`config.mk`:
```
export PLATFORM = sky130hd
export DESIGN_NAME = mem_stage
export DESIGN_NICKNAME = d
export VERILOG_FILES = /design/src/rtl/mem_stage_pkg.sv /design/src/rtl/mem_load_align.sv /design/src/rtl/mem_stage.sv
export SDC_FILE = /design/constraint.sdc
export NUM_CORES = 1
export LEC_CHECK = 0
export ABC_AREA = 1
export ABC_CLOCK_PERIOD_IN_PS = 2400
export BUFFER_PORTS_ARGS = -buffer_cell sky130_fd_sc_hd__buf_4
export CAP_MARGIN = 15
export CORE_ASPECT_RATIO = 1.1
export CORE_MARGIN = 4
export CORE_UTILIZATION = 30
export DETAILED_ROUTE_END_ITERATION = 7
export GPL_ROUTABILITY_DRIVEN = 0
export GPL_TIMING_DRIVEN = 0
export PLACE_DENSITY = 0.53
export SKIP_LAST_GASP = 1
export SLEW_MARGIN = 20
export SYNTH_ARGS = -nofsm -noshare
export SYNTH_HDL_FRONTEND = slang
export SYNTH_SLANG_ARGS = --single-unit
export TNS_END_PERCENT = 50
```
`constraint.sdc`:
```
create_clock -name clk -period 2.4 [get_ports clk]
set_input_delay 0.6 -clock clk [delete_from_list [all_inputs] [get_ports clk]]
set_output_delay 0.6 -clock clk [all_outputs]
set_load 0.1 [all_outputs]
```
`src/rtl/mem_stage_pkg.sv`:
```
`default_nettype none
// ============================================================================
// Module      : mem_stage_pkg
// Description : Shared widths, stall-bus bits, load op codes and bus layouts
//               for the MEM pipeline stage.
// Revision    : 1.0 - initial release
// ============================================================================
package mem_stage_pkg;

    localparam int EX_TO_MEM_WD = 145;
    localparam int MEM_TO_WB_WD = 135;
    localparam int MEM_TO_ID_WD = 103;
    localparam int STALL_WD     = 6;

    localparam int STALL_MEM = 3;
    localparam int STALL_WB  = 4;

    localparam logic STOP    = 1'b1;
    localparam logic NO_STOP = 1'b0;

    typedef enum logic [2:0] {
        LD_W  = 3'd0,
        LD_B  = 3'd1,
        LD_BU = 3'd2,
        LD_H  = 3'd3,
        LD_HU = 3'd4
    } ld_op_e;

    // The named fields occupy the low 143 bits; the top two bits carry nothing.
    typedef struct packed {
        logic [1:0]  pad;
        logic        md_we;
        logic [63:0] hilo;
        logic [31:0] pc;
        logic        ram_en;
        logic [3:0]  ram_wen;
        logic [2:0]  ld_op;
        logic        rf_we;
        logic [4:0]  rf_waddr;
        logic [31:0] ex_result;
    } ex_to_mem_t;

    typedef struct packed {
        logic        md_we;
        logic [63:0] hilo;
        logic [31:0] pc;
        logic        rf_we;
        logic [4:0]  rf_waddr;
        logic [31:0] rf_wdata;
    } mem_to_wb_t;

endpackage
`default_nettype wire

```
`src/rtl/mem_load_align.sv`:
```
`default_nettype none
// ============================================================================
// Module      : mem_load_align
// Description : Selects the addressed byte/halfword of SRAM read data and
//               sign- or zero-extends it to 32 bits.
// Revision    : 1.0 - initial release
// ============================================================================
module mem_load_align
    import mem_stage_pkg::*;
(
    input  logic [31:0] rdata,
    input  logic [1:0]  off,
    input  logic [2:0]  ld_op,
    output logic [31:0] result
);

    logic [7:0]  w_byte;
    logic [15:0] w_half;

    always_comb begin
        w_byte = 8'(rdata >> {off, 3'b000});
        // off[0] is deliberately ignored for halfwords; misalignment traps in EX.
        w_half = 16'(rdata >> {off[1], 4'b0000});
        result = rdata;
        case (ld_op)
            LD_B:    result = {{24{w_byte[7]}}, w_byte};
            LD_BU:   result = {24'b0, w_byte};
            LD_H:    result = {{16{w_half[15]}}, w_half};
            LD_HU:   result = {16'b0, w_half};
            default: result = rdata;
        endcase
    end

endmodule
`default_nettype wire

```
`src/rtl/mem_stage.sv`:
```
`default_nettype none
// ============================================================================
// Module      : mem_stage
// Description : MEM pipeline stage - EX->MEM register, load alignment and
//               WB / ID-forwarding bus generation.
// Revision    : 1.0 - initial release
// ============================================================================
module mem_stage
    import mem_stage_pkg::*;
(
    input  logic                    clk,
    input  logic                    rst,
    input  logic [STALL_WD-1:0]     stall,
    input  logic [EX_TO_MEM_WD-1:0] ex_to_mem_bus,
    input  logic [31:0]             data_sram_rdata,
    output logic [MEM_TO_WB_WD-1:0] mem_to_wb_bus,
    output logic [MEM_TO_ID_WD-1:0] mem_to_id_fwd
);

    ex_to_mem_t  r_bus;
    mem_to_wb_t  w_wb;
    logic [31:0] w_load_result;
    logic        w_is_load;
    logic [1:0]  w_unused_pad;

    // MEM stopped while WB runs inserts a bubble so the held op is not re-written.
    always_ff @(posedge clk) begin
        if (rst) begin
            r_bus <= '0;
        end else if (stall[STALL_MEM] == STOP && stall[STALL_WB] == NO_STOP) begin
            r_bus <= '0;
        end else if (stall[STALL_MEM] == NO_STOP) begin
            r_bus <= ex_to_mem_t'(ex_to_mem_bus);
        end
    end

    mem_load_align u_load_align (
        .rdata  (data_sram_rdata),
        .off    (r_bus.ex_result[1:0]),
        .ld_op  (r_bus.ld_op),
        .result (w_load_result)
    );

    assign w_is_load    = r_bus.ram_en && (r_bus.ram_wen == 4'b0000);
    assign w_unused_pad = r_bus.pad;

    always_comb begin
        w_wb.md_we    = r_bus.md_we;
        w_wb.hilo     = r_bus.hilo;
        w_wb.pc       = r_bus.pc;
        w_wb.rf_we    = r_bus.rf_we;
        w_wb.rf_waddr = r_bus.rf_waddr;
        w_wb.rf_wdata = w_is_load ? w_load_result : r_bus.ex_result;
    end

    assign mem_to_wb_bus = w_wb;
    assign mem_to_id_fwd = {w_wb.md_we, w_wb.hilo, w_wb.rf_we, w_wb.rf_waddr, w_wb.rf_wdata};

endmodule
`default_nettype wire

```
# Word-level counts from Yosys, hierarchy flattened
# Index checks and enable logic that the tools add are counted.
dict set report totals {
  n_memories 0
  mem_bits_ro 0
  inputBits 185
  mem_bits_rw 0
  register_bits 143
  output_inout_bits 238
  latchBits 0
}
dict set report classes {
  eq_ne 4
  n_addsub 0
  shifts 2
  mul 0
  muxes 2
  magnitude_cmp 0
  div_mod_pow 0
  n_bitwise 1
  reduce_logical 4
}
# cell n
set op_table {}
lappend op_table {{32-bit one-hot mux with 4 select lines} 1}
lappend op_table {{32-bit 2-to-1 mux} 1}
lappend op_table {{32-bit by 5-bit right shift with 16-bit output} 1}
lappend op_table {{32-bit by 5-bit right shift with 8-bit output} 1}
lappend op_table {{3-bit by 2-bit == test with 1-bit output, second input constant} 2}
lappend op_table {{4-bit zero test} 1}
lappend op_table {{3-bit by 1-bit == test with 1-bit output, second input constant} 1}
lappend op_table {{3-bit == test, second input constant} 1}
lappend op_table {{1-bit logical AND} 2}
lappend op_table {{2-bit OR reduction} 1}
lappend op_table {{1-bit NOT} 1}

# Depth between registers and ports, before layout
# Gate-level depths: netlist (run 1).
dict set report logic_depth {
  depth_word 3
  depth_mapped 11
  mapped_depth_nobuf 8
}

# Modules after synthesis
# Synthesis (run 1) repeated with hierarchy kept, for this count alone.
dict set report unflattened {
  cells_unflattened 1173
  hier_area_um2 8346.8
}
# mod n_inst seq_area_each_um2 area_per_inst_um2 cells_each
set modules_own_cells {}
lappend modules_own_cells {mem_stage 1 2862.7 7273.2 941}
lappend modules_own_cells {mem_load_align 1 0.0 1073.5 232}

# Least setup slack after synthesis (run 1)
# OpenSTA, ideal clock, no wires.
dict set report synth_timing {
  path_type {input-to-output}
  start {input port data_sram_rdata[7]}
  end {output port mem_to_wb_bus[31]}
  t_required_ns 1.800
  setup_slack_ns -1.095
  path_stages 7
  path_buffers 1
  arrival_ns 2.895
  cell_sequence {nor2_1 o21ai_4 nand3_4 nand2_4 nor2_1 nor2_1 buf_4}
}
dict set report synth_via {
  elab_chain_cells 3
}
# item line_no
set synth_lines {}
lappend synth_lines {{start: declaration} mem_stage.sv:15} ;# input logic [31:0] data_sram_rdata,
lappend synth_lines {{32-bit by 5-bit right shift with 8-bit output} mem_load_align.sv:21} ;# w_byte = 8'(rdata >> {off, 3'b000});
lappend synth_lines {{32-bit one-hot mux with 4 select lines} mem_load_align.sv:25} ;# case (ld_op)
lappend synth_lines {{32-bit 2-to-1 mux} mem_stage.sv:53} ;# w_wb.rf_wdata = w_is_load ? w_load_result : r_bus.ex_result;
lappend synth_lines {{end: declaration} mem_stage.sv:16} ;# output logic [MEM_TO_WB_WD-1:0] mem_to_wb_bus,
# No other way between the ends.

# Final worst setup path (run 1)
dict set report layout_timing {
  start {register r_bus[1] in the netlist's numbering}
  end {output port mem_to_wb_bus[19]}
}
dict set report layout_via {
  elab_chain_cells 3
  word_cells_on_any_way 4
  cone_classes {shift (2); mux (2)}
}
# item line_no
set layout_lines {}
lappend layout_lines {{start: declaration} mem_stage.sv:20} ;# ex_to_mem_t r_bus;
lappend layout_lines {{start signal: assignment} mem_stage.sv:33} ;# r_bus <= ex_to_mem_t'(ex_to_mem_bus);
lappend layout_lines {{32-bit by 5-bit right shift with 16-bit output or 32-bit by 5-bit right shift with 8-bit output (tied branches)} {mem_load_align.sv:23, mem_load_align.sv:21}}
lappend layout_lines {{32-bit one-hot mux with 4 select lines (*)} mem_load_align.sv:25}
lappend layout_lines {{32-bit 2-to-1 mux (*)} mem_stage.sv:53}
# Mark *: on every way between the ends. The rest lies on a longest branch, timed or not.

==> results of run 1 <==
layout make-up:
cell class	instances	area (µm²)
clock buffers	17	425.4
clock inverters	15	143.9
well taps	352	440.4
plain buffers	271	2168
flip-flops and latches	143	2879
inverters	55	230.2
repair buffers	433	3840
fillers	2628	12820
diodes	1	2.502
multi-input cells	706	3351
placed cells by master (no fill, tap or decap), types with 3 or more instances in the layout:
cell type | Yosys | routed
buf_2 | 23 | 20
inv_2 | 2 | 3
nor2_2 | 26 | 16
clkbuf_8 | 0 | 3
nand2_1 | 438 | 414
dfxtp_4 | 0 | 4
buf_8 | 1 | 4
nor2_4 | 0 | 18
inv_4 | 0 | 3
inv_6 | 0 | 8
or2_2 | 19 | 18
nor2_1 | 15 | 7
nand2_2 | 1 | 16
inv_1 | 53 | 45
nand2_4 | 3 | 11
nand3_2 | 1 | 5
nand3_1 | 38 | 34
buf_12 | 0 | 56
inv_8 | 0 | 5
dfxtp_1 | 143 | 138
buf_6 | 10 | 24
clkbuf_1 | 24 | 19
a21oi_1 | 152 | 151
clkinvlp_4 | 0 | 3
o21ai_0 | 7 | 7
buf_4 | 208 | 572
clkbuf_16 | 0 | 18
logic make-up (layout without fill, tap and decap cells):
logic type	Yosys count	count (layout)	synth area share (%)
compound gates	162	162	10.24
buf+inv	326	791	26.28
flops	143	143	35.43
other cells	0	1	0
simple gates	544	544	28.05
worst paths after layout:
path,from,end,slack [ps],depth (start not counted)
max,r_bus[1],mem_to_wb_bus[19],-260,10
min,ex_to_mem_bus[112],mem_to_id_fwd[72],420,3
max reg2reg,r_bus[1],r_bus[1],1320,4
min reg2reg,r_bus[17],r_bus[17],460,2
critical path, delay by kind of cell, from the launching register on:
kind                   cells  cell delay (ps)
AO/OA/AOI/OAI              1              170
buffers and inverters      4              510
flip-flops                 1              380
AND/OR/NAND/NOR            5              560
registers in the layout, indices dropped and copies added (netlist names):
name and cells:
mem_to_id_fwd 71, mem_to_wb_bus 32, r_bus 40
metrics by stage:
stage | hold WS, ps | TNS [ps] | utilization (%)
after global placement | 448.9 | -5479 | 45.62
after detailed placement | 452.4 | -5365 | 45.62
after CTS | 400.8 | -12350 | 50.30
after global routing | 395.3 | -17120 | 51.26
final | 419.3 | -10510 | 51.26
after floorplan | 440.6 | -3692 | -
power by group through the flow:
| stage | registers [mW] | clock network (mW) | logic, mW |
|---|---|---|---|
| after floorplan | 2.59 | 0 | 2.46 |
| after global placement | 2.62 | 0 | 3.19 |
| after detailed placement | 2.62 | 0 | 3.19 |
| after CTS | 2.57 | 2.68 | 3.39 |
| after global routing | 2.58 | 2.78 | 3.59 |
| final | 2.57 | 2.61 | 3.44 |
routing by layer:
metal  global-route usage, %  vias up
li1                        -     4354
met5                       0        -
met2                   36.75      285
met1                   23.34     3886
met4                   5.491        0
met3                   7.596       29
timing repair:
action,4_1_cts,5_1_grt
endpoints found under the setup margin,64,64
pin swaps,12,21
resized for setup,162,51
cloned,3,1
endpoints found under the hold margin,0,0
setup buffers,8,6
==> results.sh, run 1 <==
export IMPL_worstPathCellList="inv_6 -> nor2_4 -> o21ai_4 -> nand3_4 -> nand2_8 -> buf_4 -> nor2_2 -> nor2_4 -> buf_12 -> buf_12"
export IMPL_ant_nets=0
export IMPL_finalMaxSlewViolations=0
export IMPL_cts_root_buf="clkbuf_16"
export IMPL_synth_largest_area_cell="dfxtp_1"
export IMPL_worst_path_max_fanout=7
export IMPL_switchingPower_mw=3.620
export IMPL_drt_met1_wl_mm=12.15
export IMPL_die_area_um2=29620
export IMPL_synth_area_top_cells="dfxtp_1, nand2_1, buf_4"
export IMPL_finalClockSkew_ps=0
export IMPL_min_path_type="in -> reg"
export IMPL_io_pins=423
export IMPL_row_count=62
export IMPL_grt_max_degree=17
export IMPL_start_util_pct=30.72
export IMPL_finalNetCount=1812
export IMPL_grt_total_usage_pct=20.74
export IMPL_synth_most_common_cell="nand2_1"
export IMPL_internal_power_mw=4.995
export IMPL_clock_sinks=143
export IMPL_vias_per_cell=4.292
export IMPL_status="finished, violations left"
export IMPL_drtPass1Iterations=5
export IMPL_postCtsHoldBufs=0
export IMPL_crit_required_ps=1800
export IMPL_p_per_area_nw_per_um2=639.1
export IMPL_fin_crit_ps=2657
export IMPL_async_flop_share_pct=0
export IMPL_drv_cap=0
export IMPL_h_tree_depth=4
export IMPL_maxSlewHeadroom_pct=64.84
export IMPL_fin_cells=1993
export IMPL_p_seq_share_pct=29.8
export IMPL_syn_inst=1175
export IMPL_power_frac_comb_pct=39.9
export IMPL_cp_slowest_cell="dfxtp_4"
export IMPL_antenna_found_initial=1
export IMPL_yosysUniqueCellTypes=26
export IMPL_dp_slack_ps=-276.6
export IMPL_die_width_um=164.5
export IMPL_synth_edff_count=0
export IMPL_cts_buffer_depth=2
export IMPL_cts_tree="built"
export IMPL_cp_start_kind="flip-flop"
export IMPL_rsz0062_at_grt="true"
export IMPL_clk_pin_slew_worst_paths_ps=70
export IMPL_worstMarginPinSlew_ps=527.3
export IMPL_top_layer="met4"
export IMPL_worstSetupEndpointType="primary output"
export IMPL_synth_top_area_share_pct=35.43
export IMPL_grt_pass1_vias=8315
export IMPL_synth_seq_cells=143
export IMPL_post_route_worst_setup_slack_ps=-256.7
export IMPL_place_hpwl_mm=25.15
export IMPL_yosys_top_cells_count="nand2_1, buf_4, a21oi_1"
export IMPL_p_leak_nw=6.683
export IMPL_core_area_um2=26300
export IMPL_dpl_cell_count=1942
export IMPL_yosys_warnings=0
export IMPL_areaGrowthSynthToFinish_pct=66.86
export IMPL_setup_viol=64
export IMPL_netlist_area_um2=8079
export IMPL_dpl_cell_area_um2=12000
export IMPL_wl_met2_mm=16.33
export IMPL_swShare_pct=42.02
export IMPL_p_total_mw=8.615
export IMPL_numCtsBuffers=17
export IMPL_fin_crit_sh_pct=110.7
export IMPL_drive_above_1_share_pct=50.00
export IMPL_grt_pass1_wl_mm=47.96
export IMPL_violations="negative setup slack"
export IMPL_clkPwrFrac_pct=30.3
export IMPL_die_y_um=180.1
export IMPL_drt_total_wl_mm=31.84
export IMPL_grt_ovfl_total=0
export IMPL_max_freq_mhz=376.4
export IMPL_final_area_um2=13480
export IMPL_hold_violations=0
export IMPL_avgSynthCellArea_um2=6.876
export IMPL_via_count=8554
export IMPL_wl_per_cell_um=15.98
export IMPL_wl_met3_mm=2.777
export IMPL_ys_flop_type="dfxtp_1"
export IMPL_drt_iter0_drc=344
export IMPL_crit_arrival_ps=2060
export IMPL_clock_latency_ps=420
export IMPL_synthesis_nets=1360
export IMPL_portBuffers=415
export IMPL_ir_worst_vdd_mv=0.4129
export IMPL_ys_seq_area_share_pct=35.43
export IMPL_slowest_delay_ps=380
export IMPL_path_class="reg -> out"
export IMPL_drc=0
Note: power is estimated with default switching activity, not from simulation.
==> inputs of run 2 (changes only) <==
- ABC_CLOCK_PERIOD_IN_PS: 2400 -> 3160
- CTS_CLUSTER_SIZE: default -> 24
- SETUP_SLACK_MARGIN: default -> 0.4
- clock period: 2.4 -> 3.16 ns (I/O delays scaled with it)
==> run 2 against run 1 <==
Net effect: the run now ends clean; count of clock-buffer cells in the layout grew 1; clock power decreased by 21%; cell area up 1.7%; first-iteration DRC count grew 12%; register-to-register slack better by 750 ps; hold slack improved by 42 ps; total power decreased by 23%; non-clock buffer count rose by 5; combinational power shrank 23%; critical endpoint is now mem_to_wb_bus[29]; largest cell class unchanged; highest routed layer unchanged.
==> results.sh, run 2 (synthesis gave the netlist of run 1 again) <==
export IMPL_status="finished, final reports clean"
export IMPL_finalClockSkew_ps=0
export IMPL_drive_above_1_share_pct=50.52
export IMPL_setup_viol=0
export IMPL_grt_pass1_vias=8585
export IMPL_min_path_type="reg -> reg"
export IMPL_grt_max_degree=17
export IMPL_layout_common_cells="buf_4, nand2_1, a21oi_1, dfxtp_1, buf_12"
export IMPL_io_pins=423
export IMPL_layout_commonest_cell="buf_4"
export IMPL_row_count=62
export IMPL_p_per_area_nw_per_um2=485.6
export IMPL_vias_per_cell=4.343
export IMPL_tns_ps=0
export IMPL_max_freq_mhz=347.7
export IMPL_fin_crit_sh_pct=91.02
export IMPL_worst_path_max_fanout=7
export IMPL_rsz0062_at_grt="true"
export IMPL_cts_root_buf="clkbuf_16"
export IMPL_drtPass1Iterations=6
export IMPL_ir_worst_vdd_mv=0.3038
export IMPL_clock_sinks=143
export IMPL_die_y_um=180.1
export IMPL_die_area_um2=29620
export IMPL_worstPathCellList="buf_4 -> nand2_2 -> nand2_2 -> nand4_1 -> nand2_4 -> buf_12 -> buf_12 -> nor2_4 -> nor2_4 -> buf_12 -> buf_12"
export IMPL_dpl_cell_area_um2=12000
export IMPL_finalNetCount=1817
export IMPL_areaGrowthSynthToFinish_pct=69.69
export IMPL_grt_busiest_layer="met2"
export IMPL_place_hpwl_mm=25.09
export IMPL_start_util_pct=30.72
export IMPL_drc=0
export IMPL_finalMaxSlewViolations=0
export IMPL_grt_pass1_wl_mm=48.10
export IMPL_p_total_mw=6.658
export IMPL_worstMarginPinSlew_ps=680.1
export IMPL_via_count=8677
export IMPL_clk_pin_slew_worst_paths_ps=60
export IMPL_die_width_um=164.5
export IMPL_hold_violations=0
export IMPL_maxSlewHeadroom_pct=54.66
export IMPL_portBuffers=415
export IMPL_drt_total_wl_mm=31.95
export IMPL_use_met3_pct=5.674
export IMPL_path_class="in -> out"
export IMPL_grt_total_usage_pct=20.74
export IMPL_drv_cap=0
export IMPL_worstSetupEndpointType="primary output"
export IMPL_postCtsHoldBufs=0
export IMPL_crit_required_ps=2370
export IMPL_antenna_found_initial=1
export IMPL_cts_tree="built"
export IMPL_grt_ovfl_total=0
export IMPL_critPathTopFamily="buffers and inverters"
export IMPL_largest_reg_flops=71
export IMPL_post_route_worst_setup_slack_ps=283.8
export IMPL_ant_nets=0
export IMPL_fin_crit_ps=2876
export IMPL_grt_util_met2_pct=37.63
export IMPL_drt_iter0_drc=386
export IMPL_cp_start_kind="input pin"
export IMPL_met1_usage_pct=23.67
export IMPL_cts_buffer_depth=2
export IMPL_h_tree_depth=4
export IMPL_p_leak_nw=6.778
export IMPL_core_area_um2=26300
export IMPL_wl_per_cell_um=15.99
export IMPL_path_buf_inv=5
export IMPL_slowest_delay_ps=170
export IMPL_final_area_um2=13710
export IMPL_numCtsBuffers=17
export IMPL_cp_common_cell="buf_12"
export IMPL_cp_slowest_cell="nor2_4"
export IMPL_clock_latency_ps=420
export IMPL_dp_slack_ps=153.0
export IMPL_crit_arrival_ps=2090
run 2: cell types whose count changed in the layout (fill, tap and decap cells not counted), moves of 3 or more:
cell | previous run | this run
nand2_1 | 414 | 419
nand3_1 | 34 | 31
buf_8 | 4 | 10
nor2_2 | 16 | 9
buf_16 | 0 | 4
nor2_1 | 7 | 4
inv_2 | 3 | 7
nor2_4 | 18 | 28
nand3_2 | 5 | 8
buf_12 | 56 | 50
buf_4 | 572 | 568
nand2_2 | 16 | 10
buf_6 | 24 | 32
run 2: layout make-up:
cell class | count | area [µm²]
Buffer | 271 | 2202
Inverter | 55 | 229.0
Multi-Input combinational cell | 706 | 3422
Sequential cell | 143 | 2880
Tap cell | 352 | 440.4
Clock buffer | 18 | 439.2
Fill cell | 2555 | 12590
Timing Repair Buffer | 438 | 3930
Antenna cell | 1 | 2.502
Clock inverter | 14 | 163.9
run 2: metrics by stage:
step / std cells / util [%] / hold slack, ps
finish: 1998 / 52.13 / 460.8
global route: 1998 / 52.13 / 478.3
CTS: 1990 / 50.56 / 461.2
detailed placement: 1942 / 45.62 / 451.4
global placement: 1942 / 45.62 / 448.2
floorplan: 1175 / - / 440.6
run 2: repair_timing:
action / CTS / global route
setup endpoints to repair: 64 / 64
pin swaps: 19 / 29
gates resized for setup: 152 / 89
buffers inserted: 12 / 5
cloned: 4 / 2
hold endpoints to repair: 0 / 0
run 2: final timing paths:
| path | startpoint | to | slack (ps) | cells after the start |
|---|---|---|---|---|
| max | data_sram_rdata[31] | mem_to_wb_bus[29] | 280 | 11 |
| min | r_bus[17] | r_bus[17] | 460 | 2 |
| max reg2reg | r_bus[1] | r_bus[1] | 2070 | 4 |
| min reg2reg | r_bus[17] | r_bus[17] | 460 | 2 |
run 2: where the power goes:
| group | internal (mW) | switching (mW) |
|---|---|---|
| Combinational | 0.868 | 1.77 |
| Clock | 1.16 | 0.914 |
| Sequential | 1.89 | 0.0642 |
| Total | 3.91 | 2.75 |
run 2: metal layers:
layer  vias to the layer above  part of all wire [%]
met5                         -                     0
met4                         0                   2.0
met3                        38                   8.0
met2                       289                    52
met1                      3989                    38
li1                       4361                     -
run 2: worst min-delay path: stages (launching register included):
cell and delay [ps]:
dfxtp_1 300, nand2_1 60, a21oi_1 50
==> inputs of run 3 (changes only) <==
- ABC_CLOCK_PERIOD_IN_PS: 3160 -> 2720
- CORE_AREA: default -> 4 4 164 166
- CORE_ASPECT_RATIO: 1.1 -> default
- CORE_MARGIN: 4 -> default
- CORE_UTILIZATION: 30 -> default
- DIE_AREA: default -> 0 0 168 170
- PLACE_DENSITY: 0.53 -> 0.56
- clock period: 3.16 -> 2.72 ns (I/O delays scaled with it)
==> run 3 against run 2 <==
Net effect: register-to-register slack got worse by 430 ps; first-iteration DRC count is 4.1% higher; hold slack improved by 2.0 ps; total power rose by 15%; non-clock buffer count fell by 4; sequential power rose by 16%; cell area rose by 1.4%; global-route usage grew 0.23 points; core utilization grew 2.2 points; critical path depth did not move; worst setup slack lost 280 ps; combinational power up 18%; critical path type is now reg -> out.
==> results.sh, run 3 (synthesis gave the netlist of run 1 again) <==
export IMPL_status="finished, final reports clean"
export IMPL_drtPass1Iterations=7
export IMPL_grt_ovfl_total=0
export IMPL_cp_slowest_cell="dfxtp_4"
export IMPL_cp_start_kind="flip-flop"
export IMPL_portBuffers=415
export IMPL_fin_crit_sh_pct=99.89
export IMPL_clk_pin_slew_worst_paths_ps=70
export IMPL_numCtsBuffers=17
export IMPL_setup_viol=0
export IMPL_critPathTopFamily="buffers and inverters"
export IMPL_row_count=59
export IMPL_max_freq_mhz=368.1
export IMPL_die_width_um=168
export IMPL_cp_common_cell="buf_12"
export IMPL_via_count=8644
export IMPL_grt_pass1_vias=8361
export IMPL_dpl_cell_area_um2=12150
export IMPL_drive_above_1_share_pct=51.61
export IMPL_cts_root_buf="clkbuf_16"
export IMPL_min_path_type="reg -> reg"
export IMPL_ir_worst_vdd_mv=0.3007
export IMPL_fill_cells=2509
export IMPL_layout_commonest_cell="buf_4"
export IMPL_vias_per_cell=4.372
export IMPL_hold_violations=0
export IMPL_crit_required_ps=2040
export IMPL_clock_sinks=143
export IMPL_p_leak_nw=6.781
export IMPL_hold_ws_ps=462.9
export IMPL_largest_reg_flops=71
export IMPL_place_hpwl_mm=24.82
export IMPL_postCtsHoldBufs=0
export IMPL_ant_nets=0
export IMPL_path_buf_inv=5
export IMPL_drc=0
export IMPL_p_total_mw=7.682
export IMPL_dp_slack_ps=-115.4
export IMPL_worstPathCellList="inv_4 -> nand2_4 -> nand2_4 -> nand4_1 -> nand2_4 -> buf_12 -> buf_12 -> nor2_2 -> nor2_4 -> buf_12 -> buf_12"
export IMPL_cts_tree="built"
export IMPL_rsz0062_at_grt="true"
export IMPL_tns_ps=0
export IMPL_drt_total_wl_mm=31.58
export IMPL_die_area_um2=28560
export IMPL_finalMaxSlewViolations=0
export IMPL_wl_per_cell_um=15.97
export IMPL_antenna_found_initial=1
export IMPL_final_area_um2=13910
export IMPL_start_util_pct=31.54
export IMPL_post_route_worst_setup_slack_ps=3.039
export IMPL_clock_latency_ps=410
export IMPL_maxSlewHeadroom_pct=64.85
export IMPL_io_pins=423
export IMPL_areaGrowthSynthToFinish_pct=72.14
export IMPL_die_y_um=170
export IMPL_grt_max_degree=17
export IMPL_h_tree_depth=4
export IMPL_layout_common_cells="buf_4, nand2_1, a21oi_1, dfxtp_1, buf_12"
export IMPL_path_class="reg -> out"
export IMPL_finalNetCount=1813
export IMPL_drv_cap=0
export IMPL_p_per_area_nw_per_um2=552.4
export IMPL_worstMarginPinSlew_ps=527.3
export IMPL_fin_crit_ps=2717
export IMPL_multi_input_area_um2=3570
export IMPL_grt_total_usage_pct=20.96
export IMPL_core_area_um2=25620
export IMPL_cts_buffer_depth=2
export IMPL_slowest_delay_ps=380
export IMPL_worstSetupEndpointType="primary output"
export IMPL_drt_iter0_drc=402
export IMPL_worst_path_max_fanout=6
export IMPL_grt_pass1_wl_mm=47.04
export IMPL_finalClockSkew_ps=0
export IMPL_crit_arrival_ps=2040
export IMPL_seqCellArea_um2=2879
run 3: cell types whose count changed in the layout (fill, tap and decap cells not counted), moves of 4 or more:
cell and change:
inv_2 -4, nand2_8 +6, buf_12 +12, buf_4 -18, nand2_2 +19, nand2_1 -25, clkbuf_4 +4, nand3_2 -4
run 3: stage by stage:
| step | util (%) | cells |
|---|---|---|
| after global routing | 54.29 | 1977 |
| final | 54.29 | 1977 |
| after floorplan | - | 1175 |
| after global placement | 47.44 | 1925 |
| after CTS | 52.95 | 1974 |
| after detailed placement | 47.44 | 1925 |
run 3: final timing paths:
check                           slack [ps]  startpoint  depth (start not counted)           endpoint
worst max-delay path                     3    r_bus[1]                         11  mem_to_wb_bus[27]
worst min-delay path                   460   r_bus[26]                          2          r_bus[26]
worst max register to register        1640    r_bus[1]                          4           r_bus[1]
worst min register to register         460   r_bus[26]                          2          r_bus[26]
run 3: timing repair:
item                       CTS  global route
pin swaps                   27            10
gates resized for setup    180            88
setup endpoints to repair   64            64
gates cloned                 5             0
setup buffers               12             2
run 3: area by class of cell:
type / instances / share of cell area [%]
timing repair buffer: 434 / 28.38
multi-input combinational: 706 / 25.67
sequential: 143 / 20.70
buffer: 271 / 16.38
clock buffer: 18 / 3.158
tap: 335 / 3.014
inverter: 55 / 1.637
clock inverter: 14 / 1.044
antenna: 1 / 0.01799
run 3: tightest hold or removal path, delay by kind of cell (launching register included):
kind / cells / cell delay, ps
AO/OA/AOI/OAI: 1 / 60
flip-flops: 1 / 310
AND/OR/NAND/NOR: 1 / 60
run 3: layer usage:
layer  part of all wire [%]  up-vias  GRT usage (%)
li1                       -     4352              -
met1                     39     3947          24.47
met2                     51      326          37.39
met3                    8.6       19          6.760
met4                    1.5        0          5.116
met5                      0        -              0
run 3: power by group:
part,internal (mW),switching [mW],total [mW]
combinational,1.05,2.07,3.12
sequential,2.19,0.0787,2.27
clock,1.25,1.05,2.29
